<file path="src/rtl/double_buffer_ctrl.sv">
// Ping-pong sequencer for double_buffer_array: loads producer vectors into the
// inactive buffer, swaps when the consumer has released the active one.
module double_buffer_ctrl #(
  parameter int DATA_WIDTH  = 8,
  parameter int MATRIX_SIZE = 3,
  parameter int COUNT_WIDTH = 16
) (
  input  logic                              clk,
  input  logic                              rst,
  input  logic                              flush,
  input  logic                              in_valid,
  output logic                              in_ready,
  input  logic [DATA_WIDTH*MATRIX_SIZE-1:0] in_data,
  output logic                              load_en,
  output logic [DATA_WIDTH*MATRIX_SIZE-1:0] data_in_flat,
  output logic                              swap_buffers,
  output logic                              out_valid,
  input  logic                              out_ready,
  output logic                              active_sel,
  output logic [COUNT_WIDTH-1:0]            swap_count
);

  // Encoding is {pend, act}: bit 1 = inactive buffer full, bit 0 = active buffer valid.
  typedef enum logic [1:0] {
    ST_EMPTY  = 2'b00,
    ST_ACTIVE = 2'b01,
    ST_PEND   = 2'b10,
    ST_FULL   = 2'b11
  } state_e;

  state_e                 state_q, state_d;
  logic                   sel_q, sel_d;
  logic [COUNT_WIDTH-1:0] cnt_q, cnt_d;

  logic pend, act, load, swap, out_fire;

  always_comb begin
    pend         = state_q[1];
    act          = state_q[0];
    in_ready     = ~pend & ~flush;
    load         = in_valid & in_ready;
    swap         = pend & (~act | out_ready) & ~flush;
    out_fire     = act & out_ready;
    load_en      = load;
    swap_buffers = swap;
    out_valid    = act;
    active_sel   = sel_q;
    swap_count   = cnt_q;
    data_in_flat = in_data;
  end

  // NOTE: every always_comb output gets a default first so no path leaves it
  // unassigned, which would infer a latch.
  always_comb begin
    state_d = state_q;
    sel_d   = sel_q;
    cnt_d   = cnt_q;
    if (swap) begin
      sel_d = ~sel_q;
      cnt_d = cnt_q + COUNT_WIDTH'(1);
    end
    if (flush) begin
      state_d = ST_EMPTY;
    end else begin
      unique case (state_q)
        ST_EMPTY:  if (load) state_d = ST_PEND;
        ST_ACTIVE: begin
          if (load)          state_d = out_fire ? ST_PEND : ST_FULL;
          else if (out_fire) state_d = ST_EMPTY;
        end
        ST_PEND:   if (swap) state_d = ST_ACTIVE;
        // Consume and swap together keep the output valid: no bubble.
        ST_FULL:   if (swap) state_d = ST_ACTIVE;
        default:   state_d = ST_EMPTY;
      endcase
    end
  end

  // NOTE: state registers use non-blocking assignments so every flop samples
  // pre-edge values regardless of process ordering.
  always_ff @(posedge clk or negedge rst) begin
    if (!rst) begin
      state_q <= ST_EMPTY;
      sel_q   <= 1'b0;
      cnt_q   <= '0;
    end else begin
      state_q <= state_d;
      sel_q   <= sel_d;
      cnt_q   <= cnt_d;
    end
  end

endmodule

</file>
<file path="config.mk">
export PLATFORM = sky130hd
export DESIGN_NAME = double_buffer_ctrl
export DESIGN_NICKNAME = d
export VERILOG_FILES = /design/src/rtl/double_buffer_ctrl.sv
export SDC_FILE = /design/constraint.sdc
export NUM_CORES = 1
export LEC_CHECK = 0
export CORE_ASPECT_RATIO = 0.7
export CORE_MARGIN = 2
export CORE_UTILIZATION = 30
export CTS_CLUSTER_SIZE = 8
export DETAILED_ROUTE_END_ITERATION = 8
export PLACE_DENSITY = 0.76
export SYNTH_ARGS = -nofsm -noshare
export SYNTH_HDL_FRONTEND = slang
export SYNTH_SLANG_ARGS = --single-unit
</file>
<file path="constraint.sdc">
create_clock -name clk -period 2 [get_ports clk]
set_clock_uncertainty 0.05 [all_clocks]
set_input_delay 0.3 -clock clk [delete_from_list [all_inputs] [get_ports clk]]
set_output_delay 0.3 -clock clk [all_outputs]
set_load 0.02 [all_outputs]
</file>
; ---- Yosys cells after proc, flatten, opt, wreduce, memory -nomap -nowiden
; Cells that the tools add are included.
[classes]
add_sub_neg = 1
eq_ne = 6
mux = 7
bitwise_logic = 10
reduce_logical = 3
[op_table]
columns = op, n
row1 = adder 16 x 1 -> 16 bit (second input constant), 1
row2 = 2-to-1 mux 2 bit, 5
row3 = one-hot mux 2 bit (3 select lines), 1
row4 = bitwise AND 1 bit, 5
row5 = equality test 2 bit (second input constant), 2
row6 = inequality test 4 bit (second input constant), 1
row7 = NOT 1 bit, 4
row8 = inequality test 3 x 1 -> 1 bit (second input constant), 1
row9 = inequality test 3 bit (second input constant), 1
row10 = AND reduction 3 bit, 1
row11 = equality test 2 x 1 -> 1 bit (second input constant), 1
row12 = zero test 2 bit, 1
row13 = OR reduction 2 bit, 1
row14 = 2-to-1 mux 1 bit, 1
row15 = bitwise OR 1 bit, 1
[word_totals]
ff_bits = 19
in_bits = 29
out_inout_bits = 45

; ---- Logic depth before layout (Yosys ltp)
[logic_depth]
depth_word = 7
ltp_mapped = 5
depth_no_buf = 4

; ---- Least setup slack after synthesis
; OpenSTA, ideal clock, no wires.
[synth_path]
path_kind = register to register
start = register cnt_q[4], in the netlist swap_count[4]
end = register cnt_q[15], in the netlist swap_count[15]
arrival_ps = 1519
required_ps = 1822
path_slack_ps = 303
stages_incl_launch_ff = 5
n_path_buf = 0
period_less_slack_ps = 1697
cell_sequence = dfrtp_1 > and3_4 > and4_4 > or4b_1 > xnor2_1
[synth_between]
elab_chain_cells = 1
[synth_lines]
columns = item, line_no
row1 = start: declaration, 33  ; logic [COUNT_WIDTH-1:0] cnt_q, cnt_d;
row2 = start signal: assignment, 89  ; cnt_q <= cnt_d;
row3 = adder 16 x 1 -> 16 bit, 60  ; cnt_d = cnt_q + COUNT_WIDTH'(1);
; No other way between the ends.
; A chain may end at the register's enable or synchronous reset.

; ---- Worst setup path after layout
[layout_path]
start = input port flush
end = output port in_ready
[layout_between]
elab_chain_cells = 2
[layout_lines]
columns = item, line_no
row1 = start: declaration, 10  ; input logic flush,
row2 = NOT 1 bit, 40  ; in_ready = ~pend & ~flush;
row3 = bitwise AND 1 bit, 40
row4 = end: declaration, 12  ; output logic in_ready,
; No other way between the ends.

==> run_summary.xml <==
<?xml version="1.0" encoding="UTF-8"?>
<metrics>
  <group name="setup_path">
    <metric name="cp-end-kind" unit="">primary output</metric>
    <metric name="critPathKind" unit="">input port to primary output</metric>
    <metric name="ordered_list_of_cells_on_the_worst_path" unit="">clkdlybuf4s50_1 -&gt; nor2_1 -&gt; clkdlybuf4s50_1</metric>
    <metric name="startpoint_type_of_the_worst_setup_path" unit="">input port</metric>
    <metric name="worst_path_most_repeated_cell" unit="">clkdlybuf4s50_1</metric>
    <metric name="critical-path-max-stage-delay" unit="ns">0.63</metric>
    <metric name="arr_time_crit_path" unit="ns">1.57</metric>
    <metric name="worst-endpoint-required" unit="ns">1.65</metric>
    <metric name="crit_path_top_delay_cell" unit="">clkdlybuf4s50_1</metric>
    <metric name="path_max_fanout" unit="">3</metric>
  </group>
  <group name="synthesis">
    <metric name="syn_inst" unit="">101</metric>
    <metric name="synth.lib_cells_used.distinct" unit="">23</metric>
    <metric name="synthesis.yosys.warnings" unit="">0</metric>
    <metric name="synth_area_leader_cell" unit="">dfrtp_1</metric>
    <metric name="mappedNetlistNets" unit="">131</metric>
    <metric name="synth-edff-count" unit="">0</metric>
    <metric name="synth_top_flop_cell" unit="">dfrtp_1</metric>
    <metric name="synth.most_common_cell" unit="">buf_4</metric>
    <metric name="synth.cells.most_frequent" unit="">24 x buf_4, 19 x dfrtp_1, 11 x xnor2_1</metric>
    <metric name="post-synth-top-area-fraction" unit="%">45.35</metric>
    <metric name="ys_seq_elements" unit="">19</metric>
    <metric name="asyncSetResetFlopFracSynth" unit="%">100.0</metric>
    <metric name="post_synth_main_area_contributors" unit="">dfrtp_1 45%, buf_4 17%, xnor2_1 9.2%, xor2_1 4.2%, nand4_1 3.0%</metric>
    <metric name="synth_seq_area_share" unit="%">45.35</metric>
    <metric name="syn_avg_cell_area" unit="µm²">10.38</metric>
    <metric name="synth.cell_area" unit="µm²">1049</metric>
  </group>
  <group name="power">
    <metric name="vdd.ir_drop.worst" unit="µV">316.0</metric>
    <metric name="power_leakage" unit="µW">0.0005450</metric>
    <metric name="power.density" unit="nW/µm²">862.2</metric>
  </group>
  <group name="clock_network">
    <metric name="cts-htree-levels" unit="">1</metric>
    <metric name="number_of_clock_buffers_inserted_by_tritoncts" unit="">3</metric>
    <metric name="root_buffer" unit="">clkbuf_8</metric>
    <metric name="postCtsHoldBufs" unit="">0</metric>
    <metric name="cts.sinks" unit="">19</metric>
    <metric name="clk-insertion-delay-late" unit="ns">0.25</metric>
    <metric name="cts-resized-gates" unit="">2</metric>
    <metric name="cts.clk_slew.worst_paths" unit="ns">0.07</metric>
    <metric name="postCtsSetupBuffers" unit="">0</metric>
    <metric name="cts_tree" unit="">done</metric>
    <metric name="cts_max_path_buffers" unit="">2</metric>
  </group>
  <group name="timing">
    <metric name="setup_viol_count_final" unit="">0</metric>
    <metric name="finalWorstSetupSlack" unit="ns">0.08376</metric>
    <metric name="worst_slew_margin_rel" unit="%">80.42</metric>
    <metric name="finalHoldViolCount" unit="">0</metric>
    <metric name="layout_min_cycle_time" unit="ns">1.916</metric>
    <metric name="tns" unit="ns">0</metric>
    <metric name="max_clock_freq" unit="GHz">0.5219</metric>
    <metric name="final_cycle_utilization_of_the_critical_path" unit="%">95.81</metric>
    <metric name="grt_setup_unrepaired" unit="">no</metric>
    <metric name="max_slew_vio_count" unit="">0</metric>
    <metric name="worstMarginPinSlew" unit="ns">0.2938</metric>
    <metric name="timing.hold.ws" unit="ns">0.3272</metric>
  </group>
  <group name="route">
    <metric name="wire_per_inst" unit="µm">12.39</metric>
    <metric name="drt_drc_violations_left" unit="">0</metric>
    <metric name="routed_via_density" unit="">4.423</metric>
    <metric name="drt_iter0_drc" unit="">20</metric>
    <metric name="num_vias" unit="">690</metric>
    <metric name="dr.pass1.iters" unit="">4</metric>
    <metric name="drtAntennaViolNets" unit="">0</metric>
    <metric name="wl" unit="µm">1933</metric>
  </group>
  <group name="cells_and_area">
    <metric name="insertedDiodeCount" unit="">0</metric>
    <metric name="final_nets" unit="">140</metric>
    <metric name="post_route_cell_area" unit="µm²">1252</metric>
    <metric name="layoutNonFillerInstCount" unit="">156</metric>
    <metric name="final_layout_size_suffix_gt1_share" unit="%">12.84</metric>
    <metric name="layout-area-overhead-vs-synth" unit="%">19.45</metric>
    <metric name="fillerInstances" unit="">326</metric>
  </group>
  <group name="placement">
    <metric name="finalWeightedCongestion" unit="">0.8483</metric>
    <metric name="dp_cells" unit="">152</metric>
    <metric name="portBuffers" unit="">25</metric>
    <metric name="place_area" unit="µm²">1210</metric>
    <metric name="place_hpwl" unit="µm">1478</metric>
    <metric name="detailedPlace.worstSlack" unit="ns">-0.05118</metric>
  </group>
  <group name="floorplanning">
    <metric name="start_util" unit="%">32.43</metric>
    <metric name="floorplan.rows" unit="">17</metric>
    <metric name="die_y" unit="µm">53.46</metric>
    <metric name="die_area" unit="µm²">3991</metric>
    <metric name="io_pins" unit="">74</metric>
    <metric name="core_area" unit="µm²">3233</metric>
    <metric name="die_width" unit="µm">74.66</metric>
  </group>
  <group name="global_route">
    <metric name="globalRoute.totalOverflow" unit="">0</metric>
    <metric name="grt_max_degree" unit="">20</metric>
    <metric name="grt_first_pass_wirelength" unit="µm">3111</metric>
    <metric name="top_usage_layer" unit="">met2</metric>
    <metric name="grtUsageMet1" unit="%">12.05</metric>
    <metric name="grt_antenna_before_repair" unit="">0</metric>
    <metric name="via_count_of_the_first_global_routing_pass" unit="">688</metric>
    <metric name="grt_util_met2" unit="%">15.93</metric>
    <metric name="use_met3" unit="%">6.095</metric>
    <metric name="grt_usage" unit="%">10.59</metric>
  </group>
  <group name="hold_path">
    <metric name="timing.hold.worst.class" unit="">input port to async pin</metric>
  </group>
  <group name="status">
    <metric name="run_status" unit="">complete, no violations</metric>
  </group>
  <group name="job">
    <metric name="maxCapViolations" unit="">0</metric>
  </group>
</metrics>
sequential cells by signal, summed over array words and instances, names as in the netlist:
| signal | count |
|---|---|
| state_q | 2 |
| swap_count | 16 |
| active_sel | 1 |
final timing paths:
path	from	to	slack (ns)	depth (start not counted)
worst max register to register	swap_count[4]	swap_count[15]	0.35	4
min in group clk	active_sel	active_sel	0.42	1
max in group asynchronous	rst	swap_count[4]	1.37	2
worst min register to register	active_sel	active_sel	0.42	1
worst min-delay path	rst	swap_count[13]	0.33	2
worst max-delay path	flush	in_ready	0.08	3
critical path, delay by kind of cell:
kind	cells	cell delay [ns]
AND/OR/NAND/NOR	1	0.18
buffers and inverters	2	1.09
power breakdown:
part	internal, µW	switching [µW]
Sequential	439	68.0
Clock	141	118
Combinational	161	153
kinds of logic after synthesis:
| group | Yosys count | synth area share (%) |
|---|---|---|
| and+or+nand+nor | 35 | 19.33 |
| buffers and inverters | 28 | 18.73 |
| DFF | 19 | 45.35 |
| xor gates and xnor gates | 16 | 13.36 |
| muxes | 2 | 2.029 |
| adders and majority gates | 1 | 1.193 |
cell type report:
class / instances / area, µm² / share of cell area (%)
clock buffer: 4 / 45.04 / 3.596
inverter: 1 / 3.754 / 0.2997
multi-input combinational: 54 / 376.6 / 30.07
sequential: 19 / 475.5 / 37.96
tap: 47 / 58.81 / 4.695
timing repair buffer: 31 / 292.8 / 23.38
per-stage QoR:
stage | power (µW) | util [%]
2_1_floorplan | 736.8 | -
3_3_place_gp | 816.6 | 37.42
3_5_place_dp | 834.7 | 37.42
4_1_cts | 1097 | 38.74
5_1_grt | 1144 | 38.74
6_report | 1080 | 38.74
metal layers:
metal,vias to the layer above,routed length [µm]
li1,323,-
met1,324,859
met3,8,164
met2,35,871
met5,-,0
met4,0,37
cell usage in the layout (no fill, tap or decap):
cell type and count:
xnor2_1 11, nand2_1 4, nand4_1 5, mux2i_1 1, dlygate4sd2_1 2, and2_2 2, mux2_2 1, xor2_1 5
clkbuf_8 3, nand3_1 5, and3_4 1, clkbuf_1 1, nor2b_1 2, and2_1 2, nand2b_1 1, inv_1 1
dfrtp_1 19, clkdlybuf4s50_1 23, nor3_1 3, and4_4 1, nor2_1 5, and3_1 3, ha_1 1, or4b_1 1
buf_4 6
Power figures use the tool's default switching activity.
